**config.mk**
```make
export PLATFORM = sky130hd
export DESIGN_NAME = aes_spi_responder
export DESIGN_NICKNAME = d
export VERILOG_FILES = /design/src/rtl/aes_spi_pkg.sv /design/src/rtl/aes_spi_shifter.sv /design/src/rtl/aes_spi_responder.sv
export SDC_FILE = /design/constraint.sdc
export NUM_CORES = 2
export LEC_CHECK = 0
export CAP_MARGIN = 20
export CORE_MARGIN = 2
export CORE_UTILIZATION = 55
export DETAILED_ROUTE_END_ITERATION = 10
export PLACE_DENSITY = 0.8
export SYNTH_ARGS = -nofsm -noshare
export SYNTH_HDL_FRONTEND = slang
export SYNTH_SLANG_ARGS = --single-unit
```
**constraint.sdc**
```tcl
create_clock -name clk -period 6.6 [get_ports clk]
set_input_delay 1.65 -clock clk [delete_from_list [all_inputs] [get_ports clk]]
set_output_delay 1.65 -clock clk [all_outputs]
set_load 0.01 [all_outputs]
```
**src/rtl/aes_spi_pkg.sv**
```systemverilog
// rtl/aes_spi_pkg.sv - opcodes, payload lengths and FSM state type for the AES SPI responder
package aes_spi_pkg;

  localparam logic [7:0] OP_KEY128 = 8'h14;
  localparam logic [7:0] OP_KEY192 = 8'h16;
  localparam logic [7:0] OP_KEY256 = 8'h18;
  localparam logic [7:0] OP_ENC    = 8'h20;
  localparam logic [7:0] OP_DEC    = 8'h30;
  localparam logic [7:0] OP_READ   = 8'h40;
  localparam logic [7:0] OP_STATUS = 8'h50;

  localparam logic [8:0] LEN_KEY128 = 9'd128;
  localparam logic [8:0] LEN_KEY192 = 9'd192;
  localparam logic [8:0] LEN_KEY256 = 9'd256;
  localparam logic [8:0] LEN_BLOCK  = 9'd128;
  localparam logic [8:0] LEN_STATUS = 9'd8;
`ifdef AES_RSP_STATUS_EN
  localparam logic [8:0] LEN_READ   = 9'd136;
`else
  localparam logic [8:0] LEN_READ   = 9'd128;
`endif

  localparam int OUT_W = 136;

  typedef enum logic [2:0] {IDLE, OPCODE, PAYLOAD, DRAIN, RUN, RESPOND} stateT;
  typedef enum logic [1:0] {CMD_KEY, CMD_ENC, CMD_DEC} cmdT;

  // Keys arrive right-aligned in the shift register; the core wants them MSB-aligned.
  function automatic logic [255:0] leftAlignKey(input logic [255:0] raw, input logic [8:0] len);
    return raw << (9'd256 - len);
  endfunction

endpackage

```
**src/rtl/aes_spi_shifter.sv**
```systemverilog
// rtl/aes_spi_shifter.sv - bit counter, serial shift-in and shift-out registers
module aes_spi_shifter
  import aes_spi_pkg::*;
(
  input  logic             clk,
  input  logic             reset,
  input  logic             clear,
  input  logic             shiftIn,
  input  logic             inBit,
  input  logic             shiftOut,
  input  logic             loadOut,
  input  logic             clearOut,
  input  logic [OUT_W-1:0] outData,
  output logic [8:0]       count,
  output logic [255:0]     shiftedNow,
  output logic             outBit
);

  // 255 stored bits plus the live input bit form the full 256-bit capture view.
  logic [254:0]     inReg;
  logic [OUT_W-1:0] outReg;

  always_ff @(posedge clk) begin
    if (reset) begin
      count  <= 9'd0;
      inReg  <= '0;
      outReg <= '0;
    end else begin
      if (clear) begin
        count <= 9'd0;
        inReg <= '0;
      end else begin
        if (shiftIn) inReg <= shiftedNow[254:0];
        if (shiftIn || shiftOut) count <= count + 9'd1;
      end
      if (clearOut)      outReg <= '0;
      else if (loadOut)  outReg <= outData;
      else if (shiftOut) outReg <= {outReg[OUT_W-2:0], 1'b0};
    end
  end

  assign shiftedNow = {inReg, inBit};
  assign outBit     = outReg[OUT_W-1];

endmodule

```
**src/rtl/aes_spi_responder.sv**
```systemverilog
// rtl/aes_spi_responder.sv - SPI command responder sequencing KeyExpansion, Cipher and Decipher
// Optional status byte on READ and STATUS opcode: AES_RSP_STATUS_EN
module aes_spi_responder
  import aes_spi_pkg::*;
#(
  parameter int BLOCK_W = 128,
  parameter int KEY_W   = 256,
  parameter int OP_W    = 8
) (
  input  logic               clk,
  input  logic               reset,
  input  logic               cs,
  input  logic               mosi,
  output logic               miso,
  output logic [KEY_W-1:0]   key_out,
  output logic [7:0]         Nk_out,
  output logic [BLOCK_W-1:0] data_out,
  input  logic [BLOCK_W-1:0] result_in,
  input  logic               keyExpansionDone,
  input  logic               encryptionDone,
  input  logic               decryptionDone,
  output logic               resetKeyExpansion,
  output logic               resetCipher,
  output logic               resetDecipher,
  output logic               busy
);

  stateT              state;
  cmdT                cmd;
  logic [8:0]         payLen;
  logic [8:0]         respLen;
  logic               keyValid;
  logic               resultValid;
  logic               err;
  logic [BLOCK_W-1:0] result;

  logic               clear, shiftIn, shiftOut, loadOut, clearOut;
  logic [OUT_W-1:0]   outData;
  logic [8:0]         count;
  logic [255:0]       shiftedNow;
  logic [OP_W-1:0]    opNow;
  logic [7:0]         statusByte;
  logic               doneSel;

  aes_spi_shifter shifter (
    .clk        (clk),
    .reset      (reset),
    .clear      (clear),
    .shiftIn    (shiftIn),
    .inBit      (mosi),
    .shiftOut   (shiftOut),
    .loadOut    (loadOut),
    .clearOut   (clearOut),
    .outData    (outData),
    .count      (count),
    .shiftedNow (shiftedNow),
    .outBit     (miso)
  );

  assign opNow = shiftedNow[OP_W-1:0];

`ifdef AES_RSP_STATUS_EN
  assign statusByte = {busy, keyValid, resultValid, err, Nk_out[3:0]};
`else
  assign statusByte = 8'h00;
`endif

  always_comb begin
    case (cmd)
      CMD_KEY: doneSel = keyExpansionDone;
      CMD_ENC: doneSel = encryptionDone;
      default: doneSel = decryptionDone;
    endcase
  end

  // Shifter strobes act in the same cycle as the bit being sampled.
  always_comb begin
    clear    = 1'b0;
    shiftIn  = 1'b0;
    shiftOut = 1'b0;
    loadOut  = 1'b0;
    clearOut = 1'b0;
    outData  = {(resultValid ? result : {BLOCK_W{1'b0}}), statusByte};
    case (state)
      IDLE: shiftIn = cs;
      OPCODE: begin
        if (!cs) clear = 1'b1;
        else begin
          shiftIn = 1'b1;
          if (count == 9'(OP_W - 1)) begin
            clear = 1'b1;
            if (opNow == OP_READ) loadOut = 1'b1;
`ifdef AES_RSP_STATUS_EN
            if (opNow == OP_STATUS) begin
              loadOut = 1'b1;
              outData = {statusByte, {BLOCK_W{1'b0}}};
            end
`endif
          end
        end
      end
      PAYLOAD: begin
        if (!cs) clear = 1'b1;
        else begin
          shiftIn = 1'b1;
          if (count == payLen - 9'd1) clear = 1'b1;
        end
      end
      RESPOND: begin
        if (!cs) begin
          clear    = 1'b1;
          clearOut = 1'b1;
        end else begin
          shiftOut = 1'b1;
          if (count == respLen - 9'd1) clear = 1'b1;
        end
      end
      default: begin
        clear    = 1'b1;
        clearOut = 1'b1;
      end
    endcase
  end

  always_ff @(posedge clk) begin
    if (reset) begin
      state             <= IDLE;
      cmd               <= CMD_KEY;
      payLen            <= LEN_BLOCK;
      respLen           <= LEN_READ;
      keyValid          <= 1'b0;
      resultValid       <= 1'b0;
      err               <= 1'b0;
      result            <= '0;
      key_out           <= '0;
      Nk_out            <= 8'd4;
      data_out          <= '0;
      resetKeyExpansion <= 1'b1;
      resetCipher       <= 1'b1;
      resetDecipher     <= 1'b1;
      busy              <= 1'b0;
    end else begin
      case (state)
        IDLE: if (cs) state <= OPCODE;
        OPCODE: begin
          if (!cs) begin
            err   <= 1'b1;
            state <= IDLE;
          end else if (count == 9'(OP_W - 1)) begin
            case (opNow)
              OP_KEY128, OP_KEY192, OP_KEY256: begin
                if (busy) begin
                  err   <= 1'b1;
                  state <= DRAIN;
                end else begin
                  cmd      <= CMD_KEY;
                  keyValid <= 1'b0;
                  payLen   <= (opNow == OP_KEY128) ? LEN_KEY128 :
                              (opNow == OP_KEY192) ? LEN_KEY192 : LEN_KEY256;
                  state    <= PAYLOAD;
                end
              end
              OP_ENC, OP_DEC: begin
                if (busy || !keyValid) begin
                  err   <= 1'b1;
                  state <= DRAIN;
                end else begin
                  cmd    <= (opNow == OP_ENC) ? CMD_ENC : CMD_DEC;
                  payLen <= LEN_BLOCK;
                  state  <= PAYLOAD;
                end
              end
              OP_READ: begin
                err     <= !resultValid;
                respLen <= LEN_READ;
                state   <= RESPOND;
              end
`ifdef AES_RSP_STATUS_EN
              OP_STATUS: begin
                respLen <= LEN_STATUS;
                state   <= RESPOND;
              end
`endif
              default: begin
                err   <= 1'b1;
                state <= DRAIN;
              end
            endcase
          end
        end
        PAYLOAD: begin
          if (!cs) begin
            err   <= 1'b1;
            state <= IDLE;
          end else if (count == payLen - 9'd1) begin
            case (cmd)
              CMD_KEY: begin
                key_out           <= leftAlignKey(shiftedNow, payLen);
                Nk_out            <= {4'd0, payLen[8:5]};
                resetKeyExpansion <= 1'b0;
              end
              CMD_ENC: begin
                data_out    <= shiftedNow[BLOCK_W-1:0];
                resetCipher <= 1'b0;
              end
              default: begin
                data_out      <= shiftedNow[BLOCK_W-1:0];
                resetDecipher <= 1'b0;
              end
            endcase
            busy  <= 1'b1;
            state <= RUN;
          end
        end
        RUN: begin
          // cs is deliberately ignored here: a started core always runs to completion.
          if (doneSel) begin
            if (cmd == CMD_KEY) keyValid <= 1'b1;
            else begin
              result      <= result_in;
              resultValid <= 1'b1;
            end
            resetKeyExpansion <= 1'b1;
            resetCipher       <= 1'b1;
            resetDecipher     <= 1'b1;
            busy              <= 1'b0;
            state             <= cs ? DRAIN : IDLE;
          end
        end
        RESPOND: begin
          if (!cs) state <= IDLE;
          else if (count == respLen - 9'd1) state <= DRAIN;
        end
        DRAIN: if (!cs) state <= IDLE;
        default: state <= IDLE;
      endcase
    end
  end

endmodule

```
# After elaboration in Yosys (flattened, before gate mapping)
# Index checks and enable logic that the tools add are counted.
[classes] addsub=3 eq_ne=33 shifts=1 mux=67 bitwise_logic=1 n_reduce_logical=26
[op_table] cell="$mux W136" count=2
[op_table] cell="$shl A256 B9 Y256" count=1
[op_table] cell="$mux W128" count=1
[op_table] cell="$mux W9" count=4
[op_table] cell="$mux W1" count=34
[op_table] cell="$ne A2 B2 Y1 const B" count=14
[op_table] cell="$mux W3" count=9
[op_table] cell="$eq A8 B5 Y1 const B" count=3
[op_table] cell="$pmux W3 S6" count=1
[op_table] cell="$pmux W9 S2" count=1
[op_table] cell="$eq A8 B6 Y1 const B" count=2
[op_table] cell="$pmux W1 S2" count=8
[op_table] cell="$reduce_and A5 Y1" count=3
[op_table] cell="$reduce_and A4 Y1" count=3
[op_table] cell="$reduce_and A6 Y1" count=2
[op_table] cell="$reduce_or A2 Y1" count=5
[op_table] cell="$add A9 B1 Y9 const B" count=1
[op_table] cell="$eq A9 B3 Y1 const B" count=1
[op_table] cell="$eq A9 B7 Y1 const B" count=1
[op_table] cell="$eq A9 B9 Y1" count=1
[op_table] cell="$ne A3 B3 Y1 const B" count=3
[op_table] cell="$pmux W3 S3" count=1
[op_table] cell="$sub A9 B1 Y9 const B" count=1
[op_table] cell="$sub A9 B9 Y9 const A" count=1
[op_table] cell="other kinds (18)" count=28
[totals] reg_bits=928 out_inout_bits=397 word_cells=147

# Longest topological paths before layout
[depth] word_depth=7 mapped_depth=15 depth_no_buf=7

# Cells and area by module
# A second synthesis with hierarchy kept.
[unflattened] hier_cells=4454 hier_area_um2=38923.6
[modules_own_cells] mod="aes_spi_responder" n_inst=1 cells_each=2995 area_per_inst_um2=23213.5
[modules_own_cells] mod="aes_spi_shifter" n_inst=1 cells_each=1459 area_per_inst_um2=15710.1

# Worst setup path after synthesis
# OpenSTA, ideal clock, no wires.
[synth_timing] path_kind="register to register" from="reg payLen[6]" to="reg key_out[69]" setup_ps=135 arrival_ps=3124 slack_ps=3340 path_stages_with_launch=16 path_buffers=8 synth_period_minus_slack_ps=3260 path_cell_list="dfxtp_1 > buf_2 > clkbuf_1 > clkbuf_1 > inv_1 > ha_1 > clkbuf_1 > xor2_1 > nand4_2 > or4_4 > buf_6 > buf_6 > buf_2 > buf_2 > nand3_1 > o31ai_2"
[synth_via] elab_chain_len=3 elab_cells_between_ends=5
[synth_rtl] element="start: declaration" line="aes_spi_responder.sv:30" source="logic [8:0] payLen;"
[synth_rtl] element="start signal: assignment" line="aes_spi_responder.sv:158" source="payLen <= (opNow == OP_KEY128) ? LEN_KEY128 :"
[synth_rtl] element="parallel branches: the longest is 3 deep, another holds $sub A9 B9 Y9"
[synth_rtl] element="end signal: assignment" line="aes_spi_responder.sv:198" source="key_out <= leftAlignKey(shiftedNow, payLen);"
[synth_rtl] element="end: declaration" line="aes_spi_responder.sv:15" source="output logic [KEY_W-1:0] key_out,"
# Several ways; the timed one is not identified.
# A chain may end at the register's enable or synchronous reset.

# Worst setup path in the final report
[layout_timing] from="in mosi" to="reg shifter.outReg[38]"
[layout_via] elab_chain_len=6 elab_cells_between_ends=7
[layout_rtl] element="start: declaration" line="aes_spi_responder.sv:13" source="input logic mosi,"
[layout_rtl] element="$eq A8 B7 Y1 (*)" line="aes_spi_responder.sv:92" source="if (opNow == OP_READ) loadOut = 1'b1;"
[layout_rtl] element="$mux W1 (*)" line="aes_spi_responder.sv:92"
[layout_rtl] element="$mux W1 (*)" line="aes_spi_responder.sv:90" source="if (count == 9'(OP_W - 1)) begin"
[layout_rtl] element="$mux W1 (*)" line="aes_spi_responder.sv:87" source="if (!cs) clear = 1'b1;"
[layout_rtl] element="$mux W1 (*)" line="aes_spi_responder.sv:84" source="case (state)"
[layout_rtl] element="$mux W136 or $reduce_bool A2 Y1 (tied branches)"
[layout_rtl] element="end signal: assignment" line="aes_spi_shifter.sv:37" source="else if (loadOut) outReg <= outData;"
[layout_rtl] element="end signal: assignment" line="aes_spi_shifter.sv:38" source="else if (shiftOut) outReg <= {outReg[OUT_W-2:0], 1'b0};"
[layout_rtl] element="end: declaration" line="aes_spi_shifter.sv:21" source="logic [OUT_W-1:0] outReg;"
# Every way passes the cells marked *; elsewhere a longest branch is shown, timed or not.

==> impl_metrics.py <==
metrics = {
    "power_and_ir_drop": {
        "power_switching_mw": 2.68,
        "p_leak_nw": 15.8,
        "irDropWorstVdd_mv": 0.222,
        "power.density_nw_per_um2": 246,
        "p_total_mw": 11.5,
        "p_seq_share_pct": 48.5,
        "p_sw_share_pct": 23.3,
        "power.internal_mw": 8.84,
        "power_frac_comb_pct": 4.4,
        "clkPwrFrac_pct": 47.1,
    },
    "synthesis": {
        "synth-xor-area-share_pct": 0.309,
        "yosys_warnings": 0,
        "synth_edf_count": 0,
        "synth_fa_ha_area_share_pct": 0.0651,
        "synth.area.mux_share_pct": 12.2,
        "synth_cell_types": 53,
        "synth_cells": 4653,
        "synth_area_per_cell_um2": 8.26,
        "ys_ff_latch": 921,
        "synth-compound-area-share_pct": 13.4,
        "ys_seq_area_share_pct": 48.0,
        "synthArstFlopShare_pct": 0,
        "yosys.area.top_type": "dfxtp_1",
        "synth_top_family_by_area": "simple AND/OR/NAND/NOR gates",
        "synth-simple-area-share_pct": 21.3,
        "synth_top_area_share_pct": 48.0,
        "ys.flop_type": "dfxtp_1",
        "synthTopCellsByArea": "dfxtp_1, nand2_1, mux2i_1",
        "netlist_area_um2": 38400,
    },
    "route": {
        "drt-initial-drc-count": 3303,
        "ant_nets": 0,
        "wirelength_mm": 112,
        "remaining_drc_errors": 0,
        "viasPerCell": 5.74,
        "dr.pass1.iters": 5,
        "wl_per_cell_um": 19.0,
        "num_vias": 33800,
    },
    "critical_path": {
        "arrival_ps": 4590,
        "critPathLaunch": "mosi",
        "ff2ff_setup_slack_ps": 2700,
        "critPathMaxFanout": 65,
        "r2r.worst_path.cells": 7,
        "critPathCaptureType": "flop",
        "worst_setup_path_start_kind": "input pin",
        "rr_endpoint": "key_out[213]",
        "critPathRequiredTime_ps": 7170,
        "path_class": "input pin to flop",
        "r2r_start": "payLen[6]",
    },
    "layout": {
        "final_cell_mix": "nand2_1, dfxtp_1, clkdlybuf4s50_1, a21oi_1, nand3_1",
        "final_common_cell": "nand2_1",
        "areaGrowthSynthToFinish_pct": 22.0,
        "layout-drive-gt1-share_pct": 9.44,
        "nets": 5027,
        "area.sequential_um2": 18400,
        "fillerInstances": 5486,
        "multi_input_area_um2": 18300,
        "instances_no_fill": 5900,
    },
    "clocking": {
        "clkLatencyLatePin_ps": 660,
        "postCtsResizedCells": 0,
        "cts_tree": "yes",
        "cts_setup_buffers": 0,
        "clock_path_buffers": 3,
        "cts_buffers": 93,
        "cts-root-buf": "clkbuf_16",
        "clkTransAtPathRegs_ps": 60,
        "h-tree-depth": 3,
        "cts_hold_buffers": 0,
        "cts_sinks": 921,
    },
    "global_route": {
        "antenna_found_initial": 3,
        "grt_max_degree": 224,
        "grt_pass1_vias": 31300,
        "gr-total-overflow": 0,
        "grt.total_usage_pct": 29.6,
        "grt_first_pass_wirelength_mm": 173,
    },
    "placed_design": {
        "dp.final_hpwl_mm": 69.6,
        "place_inst": 5726,
        "gp_congestion": 0.914,
        "io_buffers": 526,
    },
    "timing": {
        "slew_violations": 0,
        "fin_crit_sh_pct": 61.0,
        "rsz0062_at_grt": "no",
        "hold_viol_final": 0,
        "skew_ps": 23.6,
        "fin_crit_ps": 4020,
        "slew_headroom_pct": 25.8,
        "tightest_slew_ps": 1110,
        "max_freq_mhz": 249,
        "setup_viol": 0,
        "finalSetupTns_ps": 0,
    },
    "run": {
        "maxCapViolCount": 0,
    },
    "die": {
        "io_pins": 532,
        "fp.dieH_um": 268,
        "fp.dieW_um": 268,
        "core-area_um2": 68900,
        "rows": 96,
        "die-area_um2": 72000,
        "initial_core_util_pct": 55.7,
    },
    "min_path": {
        "hold_depth": 2,
        "hold_path.startpoint": "data_out[89]",
        "hold_end": "data_out[89]",
        "hp-class": "flop to flop",
    },
    "outcome": {
        "status": "finished clean",
    },
}
cell families (layout without fill, tap and decap cells):
kind of cell,count (synthesis),after routing
xor+xnor,12,12
buf+inv,437,746
flops,921,921
mux,453,453
simple gates,1963,1963
fa+ha+maj,2,2
compound gates,864,864
other cells,1,8
worst max-delay path by stage:
stage                                     to  depth (start not counted)
after floorplan                  key_out[69]                         15
after global placement    shifter.outReg[13]                          7
after detailed placement  shifter.outReg[38]                          7
after CTS                 shifter.outReg[38]                          7
after global routing      shifter.outReg[14]                          7
final                     shifter.outReg[38]                          7
sequential cells by signal, summed over array words and instances (netlist names), 2 cells and up:
signal          cells
cmd                 2
shifter.outReg    128
result            128
shifter.count       9
state               3
data_out          128
Nk_out              3
key_out           256
payLen              3
shifter.inReg     255
area by class of cell:
type,count,area share (%)
clock buffers,135,5.84
clock inverters,36,0.910
repair buffers,569,12.3
multi-input cells,3299,39.1
diodes,3,0.0160
flip-flops and latches,921,39.3
inverters,6,0.0641
well taps,931,2.48
critical path, stage by stage:
cell and delay, ps:
clkdlybuf4s50_1 550, nor4_1 610, and3_1 320, and2_4 660, buf_12 370, nand3_1 140
a21oi_1 210
power groups by stage:
| stage | sequential [mW] | combinational (mW) | clock [mW] |
|---|---|---|---|
| 2_1_floorplan | 5.69 | 0.323 | 0 |
| 3_3_place_gp | 5.71 | 0.502 | 0 |
| 3_5_place_dp | 5.71 | 0.499 | 0 |
| 4_1_cts | 5.58 | 0.501 | 5.47 |
| 5_1_grt | 5.58 | 0.545 | 5.72 |
| 6_report | 5.58 | 0.509 | 5.43 |
synthesized netlist by cell type (all sizes together), types with 6 or more instances:
| cell | n |
|---|---|
| nor2 | 27 |
| and3 | 69 |
| o31ai | 65 |
| nor2b | 6 |
| dfxtp | 921 |
| a21oi | 521 |
| mux2 | 129 |
| nand2b | 9 |
| a31o | 66 |
| mux2i | 324 |
| nor3 | 9 |
| nand2 | 1419 |
| o21ai | 136 |
| o22ai | 65 |
| nand3 | 394 |
| buf | 114 |
| inv | 6 |
| xor2 | 8 |
| clkbuf | 317 |
stage by stage:
stage | hold WS, ps | setup slack (ps) | utilization [%] | cell area (um2)
global placement | 442 | 2080 | 63.4 | 43700
floorplan | 436 | 3340 | - | 38400
global route | 467 | 2440 | 68.0 | 46900
finish | 455 | 2580 | 68.0 | 46900
CTS | 456 | 2670 | 68.0 | 46900
detailed placement | 446 | 2010 | 63.4 | 43700
per-layer routing:
metal,up-vias,global-route usage [%],part of all wire [%]
met2,1122,48.4,48
met5,-,0,0
met4,0,10.8,3.3
li1,16200,-,-
met1,16300,37.8,41
met3,202,7.57,8.2
(Power assumes the default switching activity.)
